==> src/rtl/vga_pkg.sv <==
// Shared framebuffer constants and clear-engine state type.
package vga_pkg;
    localparam int ADDR_W_DEF   = 17;
    localparam int DATA_W_DEF   = 15;
    localparam int FB_DEPTH_DEF = 76800;

    typedef enum logic {
        CLR_IDLE  = 1'b0,
        CLR_CLEAR = 1'b1
    } clr_state_t;
endpackage

==> src/rtl/vga_fb_clear.sv <==
// Framebuffer clear engine: sweeps 0..FB_DEPTH-1 writing a latched colour
// whenever the arbiter grants it a cycle.
module vga_fb_clear
    import vga_pkg::*;
#(
    parameter int ADDR_W   = ADDR_W_DEF,
    parameter int DATA_W   = DATA_W_DEF,
    parameter int FB_DEPTH = FB_DEPTH_DEF
) (
    input  logic              clk,
    input  logic              reset,
    input  logic              start,
    input  logic [DATA_W-1:0] colour,
    input  logic              grant,
    output logic              wr_req,
    output logic [ADDR_W-1:0] wr_addr,
    output logic [DATA_W-1:0] wr_data,
    output logic              busy,
    output logic              done
);
    localparam logic [ADDR_W-1:0] LAST = ADDR_W'(FB_DEPTH - 1);

    clr_state_t        state, state_nxt;
    logic [ADDR_W-1:0] addr_q;
    logic [DATA_W-1:0] colour_q;
    logic              done_q;
    logic              last_wr;

    assign last_wr = (state == CLR_CLEAR) && grant && (addr_q == LAST);

    always_ff @(posedge clk or negedge reset) begin
        if (!reset) state <= CLR_IDLE;
        else        state <= state_nxt;
    end

    always_comb begin
        state_nxt = state;
        case (state)
            CLR_IDLE:  if (start)   state_nxt = CLR_CLEAR;
            CLR_CLEAR: if (last_wr) state_nxt = CLR_IDLE;
            default:                state_nxt = CLR_IDLE;
        endcase
    end

    // The address parks on the last word instead of wrapping; start re-zeroes it.
    always_ff @(posedge clk or negedge reset) begin
        if (!reset) begin
            addr_q   <= '0;
            colour_q <= '0;
            done_q   <= 1'b0;
        end else begin
            done_q <= last_wr;
            if (state == CLR_IDLE && start) begin
                addr_q   <= '0;
                colour_q <= colour;
            end else if (state == CLR_CLEAR && grant && !last_wr) begin
                addr_q <= addr_q + 1'b1;
            end
        end
    end

    assign wr_req  = (state == CLR_CLEAR);
    assign busy    = (state == CLR_CLEAR);
    assign wr_addr = addr_q;
    assign wr_data = colour_q;
    assign done    = done_q;
endmodule

==> src/rtl/vga_fb_arbiter.sv <==
// Single-port framebuffer arbiter: scan-out > clear > drawing engine.
// Clear engine is built only when VGA_FB_CLEAR_EN is defined.
module vga_fb_arbiter
    import vga_pkg::*;
#(
    parameter int ADDR_W   = ADDR_W_DEF,
    parameter int DATA_W   = DATA_W_DEF,
    parameter int FB_DEPTH = FB_DEPTH_DEF
) (
    input  logic              clk,
    input  logic              reset,
    input  logic              scan_req,
    input  logic [ADDR_W-1:0] scan_addr,
    output logic              scan_valid,
    output logic [DATA_W-1:0] scan_data,
    input  logic              draw_req,
    input  logic              draw_we,
    input  logic [ADDR_W-1:0] draw_addr,
    input  logic [DATA_W-1:0] draw_wdata,
    output logic              draw_ack,
    output logic              draw_rvalid,
    output logic              draw_err,
    output logic [DATA_W-1:0] draw_rdata,
    output logic [ADDR_W-1:0] mem_addr,
    output logic              mem_we,
    output logic [DATA_W-1:0] mem_wdata,
    input  logic [DATA_W-1:0] mem_rdata,
    input  logic              clear_start,
    input  logic [DATA_W-1:0] clear_colour,
    output logic              clear_busy,
    output logic              clear_done
);
    localparam logic [ADDR_W-1:0] LAST = ADDR_W'(FB_DEPTH - 1);

    logic              clr_req, clr_gnt, clr_hold;
    logic [ADDR_W-1:0] clr_addr;
    logic [DATA_W-1:0] clr_data;
    logic              scan_gnt;
    logic              rd_err;
    logic [ADDR_W-1:0] last_addr;

`ifdef VGA_FB_CLEAR_EN
    vga_fb_clear #(.ADDR_W(ADDR_W), .DATA_W(DATA_W), .FB_DEPTH(FB_DEPTH)) u_clear (
        .clk     (clk),
        .reset   (reset),
        .start   (clear_start),
        .colour  (clear_colour),
        .grant   (clr_gnt),
        .wr_req  (clr_req),
        .wr_addr (clr_addr),
        .wr_data (clr_data),
        .busy    (clear_busy),
        .done    (clear_done)
    );
    // The start cycle already belongs to the clear engine, so draw waits then too.
    assign clr_hold = clear_busy | clear_start;
`else
    logic unused_clear;
    assign unused_clear = ^{clear_start, clear_colour};
    assign clr_req      = 1'b0;
    assign clr_addr     = '0;
    assign clr_data     = '0;
    assign clear_busy   = 1'b0;
    assign clear_done   = 1'b0;
    assign clr_hold     = 1'b0;
`endif

    // Grants are gated by reset so nothing reaches the RAM while held in reset.
    always_comb begin
        scan_gnt  = reset & scan_req;
        clr_gnt   = reset & clr_req & ~scan_req;
        draw_ack  = reset & draw_req & ~scan_req & ~clr_hold;
        draw_err  = draw_ack & (draw_addr > LAST);
        mem_addr  = last_addr;
        mem_we    = 1'b0;
        mem_wdata = '0;
        if (scan_gnt) begin
            mem_addr = scan_addr;
        end else if (clr_gnt) begin
            mem_addr  = clr_addr;
            mem_we    = 1'b1;
            mem_wdata = clr_data;
        end else if (draw_ack) begin
            mem_addr  = draw_addr;
            mem_we    = draw_we & ~draw_err;
            mem_wdata = draw_wdata;
        end
    end

    always_ff @(posedge clk or negedge reset) begin
        if (!reset) begin
            scan_valid  <= 1'b0;
            draw_rvalid <= 1'b0;
            rd_err      <= 1'b0;
            last_addr   <= '0;
        end else begin
            scan_valid  <= scan_gnt;
            draw_rvalid <= draw_ack & ~draw_we;
            rd_err      <= draw_err & ~draw_we;
            last_addr   <= mem_addr;
        end
    end

    assign scan_data  = scan_valid ? mem_rdata : '0;
    assign draw_rdata = (draw_rvalid && !rd_err) ? mem_rdata : '0;
endmodule

==> config.mk <==
export PLATFORM = sky130hd
export DESIGN_NAME = vga_fb_arbiter
export DESIGN_NICKNAME = d
export VERILOG_FILES = /design/src/rtl/vga_pkg.sv /design/src/rtl/vga_fb_clear.sv /design/src/rtl/vga_fb_arbiter.sv
export SDC_FILE = /design/constraint.sdc
export NUM_CORES = 1
export LEC_CHECK = 0
export CORE_ASPECT_RATIO = 1.1
export CORE_UTILIZATION = 27
export CTS_CLUSTER_DIAMETER = 80
export CTS_CLUSTER_SIZE = 28
export DETAILED_ROUTE_END_ITERATION = 6
export PLACE_DENSITY = 0.85
export SLEW_MARGIN = 20
export SYNTH_ARGS = -nofsm -noshare
export SYNTH_HDL_FRONTEND = slang
export SYNTH_SLANG_ARGS = --single-unit
==> constraint.sdc <==
create_clock -name clk -period 3.2 [get_ports clk]
set_input_delay 0.64 -clock clk [delete_from_list [all_inputs] [get_ports clk]]
set_output_delay 0.64 -clock clk [all_outputs]
set_load 0.01 [all_outputs]
Word-level counts from Yosys, hierarchy flattened
Index checks and enable logic that the tools add are counted.
- order comparisons: 1
- multiplexer cells: 8
- bitwise gates (word level): 10
- reductions and logical operators: 2
- operators with widths (operator ; count):
    $mux W15 ; 4
    $mux W17 ; 2
    $gt A17 B17 Y1 const B ; 1
    $and A1 B1 Y1 ; 7
    $not A1 Y1 ; 3
    $mux W1 ; 2
    $logic_and A1 B1 Y1 ; 1
    $logic_not A1 Y1 ; 1
- bits in registers: 20
- input port bits: 85
- output and inout port bits: 69
- word-level logic and storage cells: 25

Longest topological paths before layout
- depth in word-level cells: 7
- depth in mapped cells: 5
- gate-level depth less buffers: 4

Least setup slack after synthesis
No wires, ideal clock.
- path type: input -> output
- start: in reset
- end: out mem_addr[10]
- data arrival time: 1.318 ns
- data required time: 2.560 ns
- slack: 1.242 ns
- stages on the path: 5
- path buffers: 2
- cells stage by stage: and2_1 buf_6 buf_6 a22oi_1 nand2_1
- elaborated cells between the ends (all ways): 5
- those cells by class: mux (2); bitwise (3)
- RTL lines (item ; line ; text):
    start: declaration ; vga_fb_arbiter.sv:11 ; input logic reset,
    $and A1 B1 Y1 ; vga_fb_arbiter.sv:70 ; scan_gnt = reset & scan_req;
    via scan_gnt ; vga_fb_arbiter.sv:38 ; logic scan_gnt;
    $mux W17 ; vga_fb_arbiter.sv:77 ; if (scan_gnt) begin
    end: declaration ; vga_fb_arbiter.sv:24 ; output logic [ADDR_W-1:0] mem_addr,
The timed path passes the listed nets, and every way through them passes these cells.

Worst setup path in the final report
- start: in scan_req
- end: out mem_addr[6]
- cells in the longest elaborated chain, start to end: 4
- elaborated cells between the ends (all ways): 5
- those cells by class: mux (2); bitwise (3)
- ends and longest elaborated chain (item ; line ; text):
    start: declaration ; vga_fb_arbiter.sv:12 ; input logic scan_req,
    $not A1 Y1 ; vga_fb_arbiter.sv:72 ; draw_ack = reset & draw_req & ~scan_req & ~clr_hold;
    $and A1 B1 Y1 ; vga_fb_arbiter.sv:72 ;
    $mux W17 ; vga_fb_arbiter.sv:83 ; end else if (draw_ack) begin
    $mux W17 * ; vga_fb_arbiter.sv:77 ;
Every way passes the cells marked *; elsewhere a longest branch is shown, timed or not.

==> impl_metrics.ini <==
[floorplanning]
dieArea_um2 = 4680
die_w_um = 65.3
rows = 24
core-area_um2 = 4080
ios = 154
die_h_um = 71.7
start_util_pct = 29.2

[critical_path]
path_cells = clkdlybuf4s50_1, nand3b_1, inv_4, buf_12, a22oi_1, nand2_1, clkdlybuf4s50_1
critical_path.slowest_cell = clkdlybuf4s50_1
arrival_ns = 2.38
required_ns = 2.56
crit_top_cell = clkdlybuf4s50_1
regToRegSetupSlack_ns = 2.57
max_stage_delay_ns = 0.54
critical-path-top-delay-family = buffers and inverters
cp_max_fo = 26
critPathCaptureType = output port
crit_type = in2out
crit_buf_inv = 4
critPathLaunchType = primary input

[synthesis]
synth_area_leaders = dfrtp_1 (42%), and2_1 (24%), nand2_1 (11%), a22oi_1 (11%), buf_6 (3.8%)
ys_seq_area_share_pct = 42.0
synth_cell_types = 20
yosysTopAreaCellShare_pct = 42.0
synthCells = 140
syn_area_per_cell_um2 = 8.51
syn_area_um2 = 1190
synth-seq-cells = 20
synth-warning-count = 0
yosysTopAreaCell = dfrtp_1

[routing]
wl_um = 4280
firstDrtPassIters = 4
wl_per_cell_um = 13.0
ant_nets = 0
drc = 0
vias = 1459
first_iter_violations = 26
via_per_inst = 4.45

[grt]
grt_pass1_vias = 1461
grt_antenna_before_repair = 0
grt_pass1_wl_um = 6540
globalRouteTotalUtil_pct = 18.3
grt_max_degree = 27
gr-total-overflow = 0

[finish]
fin_area_um2 = 2670
final_cell_mix = clkdlybuf4s50_1 (135), and2_1 (45), nand2_1 (35)
utilization_pct = 65.3
antenna_cells = 0
nNetsFinal = 362
final_cells = 328
drive_above_1_share_pct = 4.71
layout_commonest_cell = clkdlybuf4s50_1
area_growth_pct = 124

[clocking]
cts_max_level = 1
clockBufferDepth = 2
worstSkewPairLatency_ns = 0.25
cts_root_buf = clkbuf_8
clkTransAtPathRegs_ns = 0.08
cts_tree = built
cts_buffers = 3
clock-sinks = 20
holdBufCountCts = 0

[timing]
rsz0062_at_grt = false
finalHoldViolations = 0
clock_skew_ns = 0
maxSlewViolCount = 0
fin_crit_ns = 3.02
setup_viol_count_final = 0
tightest_slew_ns = 0.670
fin_ws_ns = 0.179
finalCritPeriodShare_pct = 94.4
max_freq_ghz = 0.331
max-slew-margin-rel_pct = 55.2

[pwr]
power_density_nw_per_um2 = 311
leakage_nw = 1.13
peakVddDrop_mv = 0.167

[run]
cap_violations = 0

[place]
io_buffers = 135
dp_hpwl_um = 3460
gp_congestion = 0.865
placed_area_um2 = 2580
place_ws_ns = -0.0815
placedCellCount = 323

[status]
status = completed

[hold_path]
hold_class = reg2reg
## per-layer routing
metal | wire length [um] | GRT usage (%) | share of wire, % | up-vias
met2 | 2110 | 33.7 | 49 | 102
met4 | 51 | 7.25 | 1.2 | 0
li1 | - | - | - | 723
met1 | 1610 | 19.0 | 38 | 630
met3 | 511 | 5.41 | 12 | 4
met5 | 0 | 0 | 0 | -
## tightest hold or removal path, cell delays in order, from the launching register on
cell,delay (ns)
dfrtp_1,0.33
nand2_1,0.04
nand2_1,0.07
## flip-flops by register name, indices dropped and copies added (netlist names)
signal and count:
rd_err 1, last_addr 17, draw_rvalid 1, scan_valid 1
## through the flow
stage	power (W)	hold WS, ns	TNS (ns)
after floorplan	0.000385	0.344	0
after global placement	0.000575	0.453	-0.613
after detailed placement	0.000580	0.457	-0.846
after CTS	0.000836	0.478	0
after global routing	0.000867	0.485	0
final	0.000829	0.475	0
## power breakdown
group / total (W) / switching, W / internal (W)
Clock: 0.000253 / 0.0000865 / 0.000167
Sequential: 0.000291 / 0.00000976 / 0.000281
Combinational: 0.000284 / 0.000106 / 0.000179
Total: 0.000829 / 0.000202 / 0.000627
## worst paths after layout
check                               from             to  depth (start not counted)
max reg2reg                last_addr[13]  last_addr[13]                          2
min in group asynchronous          reset   last_addr[9]                          2
max                             scan_req    mem_addr[6]                          7
min reg2reg                last_addr[14]  last_addr[14]                          2
max in group asynchronous          reset   last_addr[2]                          2
min                        last_addr[14]  last_addr[14]                          2
## timing repair
item                                    4_1_cts  5_1_grt
gates resized for setup                       1        1
endpoints found under the setup margin       17       11
pin swaps                                     0        1
buffers inserted                              0        1
## synth_stat cells
| library cell | n |
|---|---|
| buf_2 | 1 |
| o21ai_2 | 1 |
| o21ai_0 | 1 |
| a22oi_1 | 17 |
| clkbuf_2 | 1 |
| buf_4 | 2 |
| and2_1 | 46 |
| and3_1 | 1 |
| nor3_1 | 1 |
| conb_1 | 1 |
| inv_2 | 1 |
| nor2b_1 | 1 |
| nand3b_1 | 1 |
| a21oi_1 | 1 |
| dfrtp_1 | 20 |
| clkbuf_1 | 2 |
| nand2_1 | 35 |
| nor2_1 | 2 |
| buf_6 | 4 |
| o21a_1 | 1 |
## kinds of logic (layout without fill, tap and decap cells)
kind of cell           Yosys count  after routing  synth area share (%)
AOI/OAI and AO/OA               21             21                  12.9
DFF                             20             20                  42.0
other                            1              2                 0.315
and+or+nand+nor                 87             87                  37.9
buffers and inverters           11            146                  6.83
## layout make-up
class	count	area, um^2
clock buffer	3	41.3
clock inverter	1	30.0
fill	336	1420
inverter	1	6.26
multi-input combinational	110	614
sequential	20	500
tap	52	65.1
timing repair buffer	141	1410
Power figures use the tool's default switching activity.
==> patch (same flow settings) <==
The package constant `DATA_W_DEF` goes from 15 to 30.
--- a/src/rtl/vga_pkg.sv
+++ b/src/rtl/vga_pkg.sv
@@ -1,7 +1,7 @@
 // Shared framebuffer constants and clear-engine state type.
 package vga_pkg;
     localparam int ADDR_W_DEF   = 17;
-    localparam int DATA_W_DEF   = 15;
+    localparam int DATA_W_DEF   = 30;
     localparam int FB_DEPTH_DEF = 76800;
 
     typedef enum logic {
Interface: changed (6 resized); port bits go from 154 to 244. The function was not compared with the original's and may differ.
==> patch against the original RTL <==
Routed wire length rose by 64%; combinational power rose by 46%; total power up 7.1%; setup slack worse by 52 ps; via count increased by 53%; design area increased by 42%; sequential cell count stayed put; synthesized area rose by 32%; critical endpoint is now mem_wdata[14].
==> patch: results (changes against the original RTL) <==
[global_routing]
grt_max_degree=32  ; +19%
grt_pass1_wl_um=10400  ; +59%
track_usage=0.2188  ; +0.03629
grt_pass1_vias=2279  ; +56%

[critical_path]
arrival_ps=2430  ; +50 ps
crit_start=draw_req
cpPeakStageDelay_ps=570  ; +30 ps
critPathMaxFanout=21  ; -19%
rr_endpoint=last_addr[7]
critPathCapture=mem_wdata[14]

[placement]
dp.cells=472  ; +46%
gp_congestion=0.8070  ; -6.7%
port_buffers=210  ; +56%

[timing]
slew_headroom=0.5552  ; +0.003117

[yosys]
synth_common_cells=and2_1, o22ai_1, dfrtp_1, a21oi_1, buf_4
syn_avg_cell_area_um2=8.072  ; -5.1%
synth_seq_area_share=0.3180  ; -0.1022
synth_compound_area_frac=0.2059  ; +0.07668
yosysUniqueCellTypes=24  ; +20%

[power]
p_leak_nw=1.474  ; +30%
ir_drop_mv=0.2411  ; +44%

[worst_hold_path]
hp-class=in2async

[drt]
first_iter_violations=41  ; +58%

[final_layout]
nets=532  ; +47%
drive_above_1_share=0.04250  ; -0.004601
final_cells=475  ; +45%
n_fill_cell=467  ; +39%

[run_status]
status=complete, no violations

-- patch: cell count changes after synthesis, sizes merged, moves of 2 or more --
cell and change:
and3b +2, a21oi +16, buf +4, o22ai +34, nand2 -32, and2 +44, a22oi -17, clkbuf +4
-- patch: how the worst min path moves through the flow --
| stage | from | end | slack [ps] | cells after the start |
|---|---|---|---|---|
| 2_1_floorplan | reset | draw_rvalid | 340 | 0 |
| 3_3_place_gp | last_addr[9] | last_addr[9] | 590 | 2 |
| 3_5_place_dp | last_addr[12] | last_addr[12] | 600 | 2 |
| 4_1_cts | reset | last_addr[15] | 590 | 2 |
| 5_1_grt | reset | last_addr[15] | 590 | 2 |
| 6_report | reset | last_addr[15] | 600 | 2 |
-- patch: layout make-up --
class | count | share of cell area
multi-input cells | 156 | 0.2541
flip-flops and latches | 20 | 0.1322
repair buffers | 219 | 0.5760
inverters | 2 | 0.001983
well taps | 75 | 0.02479
clock buffers | 3 | 0.01091
-- patch: metrics by stage --
stage | TNS, ps | worst slack, ps | total power, W | cell area (um2)
2_1_floorplan | 0 | 1170 | 0.0004465 | 1578
3_3_place_gp | 0 | 28.92 | 0.0007180 | 3746
3_5_place_dp | -5.597 | -4.128 | 0.0007275 | 3746
4_1_cts | 0 | 111.4 | 0.0008916 | 3786
5_1_grt | 0 | 40.50 | 0.0009403 | 3786
6_report | 0 | 127.0 | 0.0008872 | 3786
-- patch: power by group --
| group | internal (W) | switching (W) | total (W) |
|---|---|---|---|
| clock network | 0.0000837 | 0.0000832 | 0.000167 |
| registers | 0.000284 | 0.0000203 | 0.000305 |
| logic | 0.000264 | 0.000151 | 0.000416 |
-- patch: per-layer routing --
metal | share of wire | track usage
met2 | 0.55 | 0.4441
met5 | 0 | 0
met4 | 0.016 | 0.04906
met3 | 0.10 | 0.05521
met1 | 0.33 | 0.2165
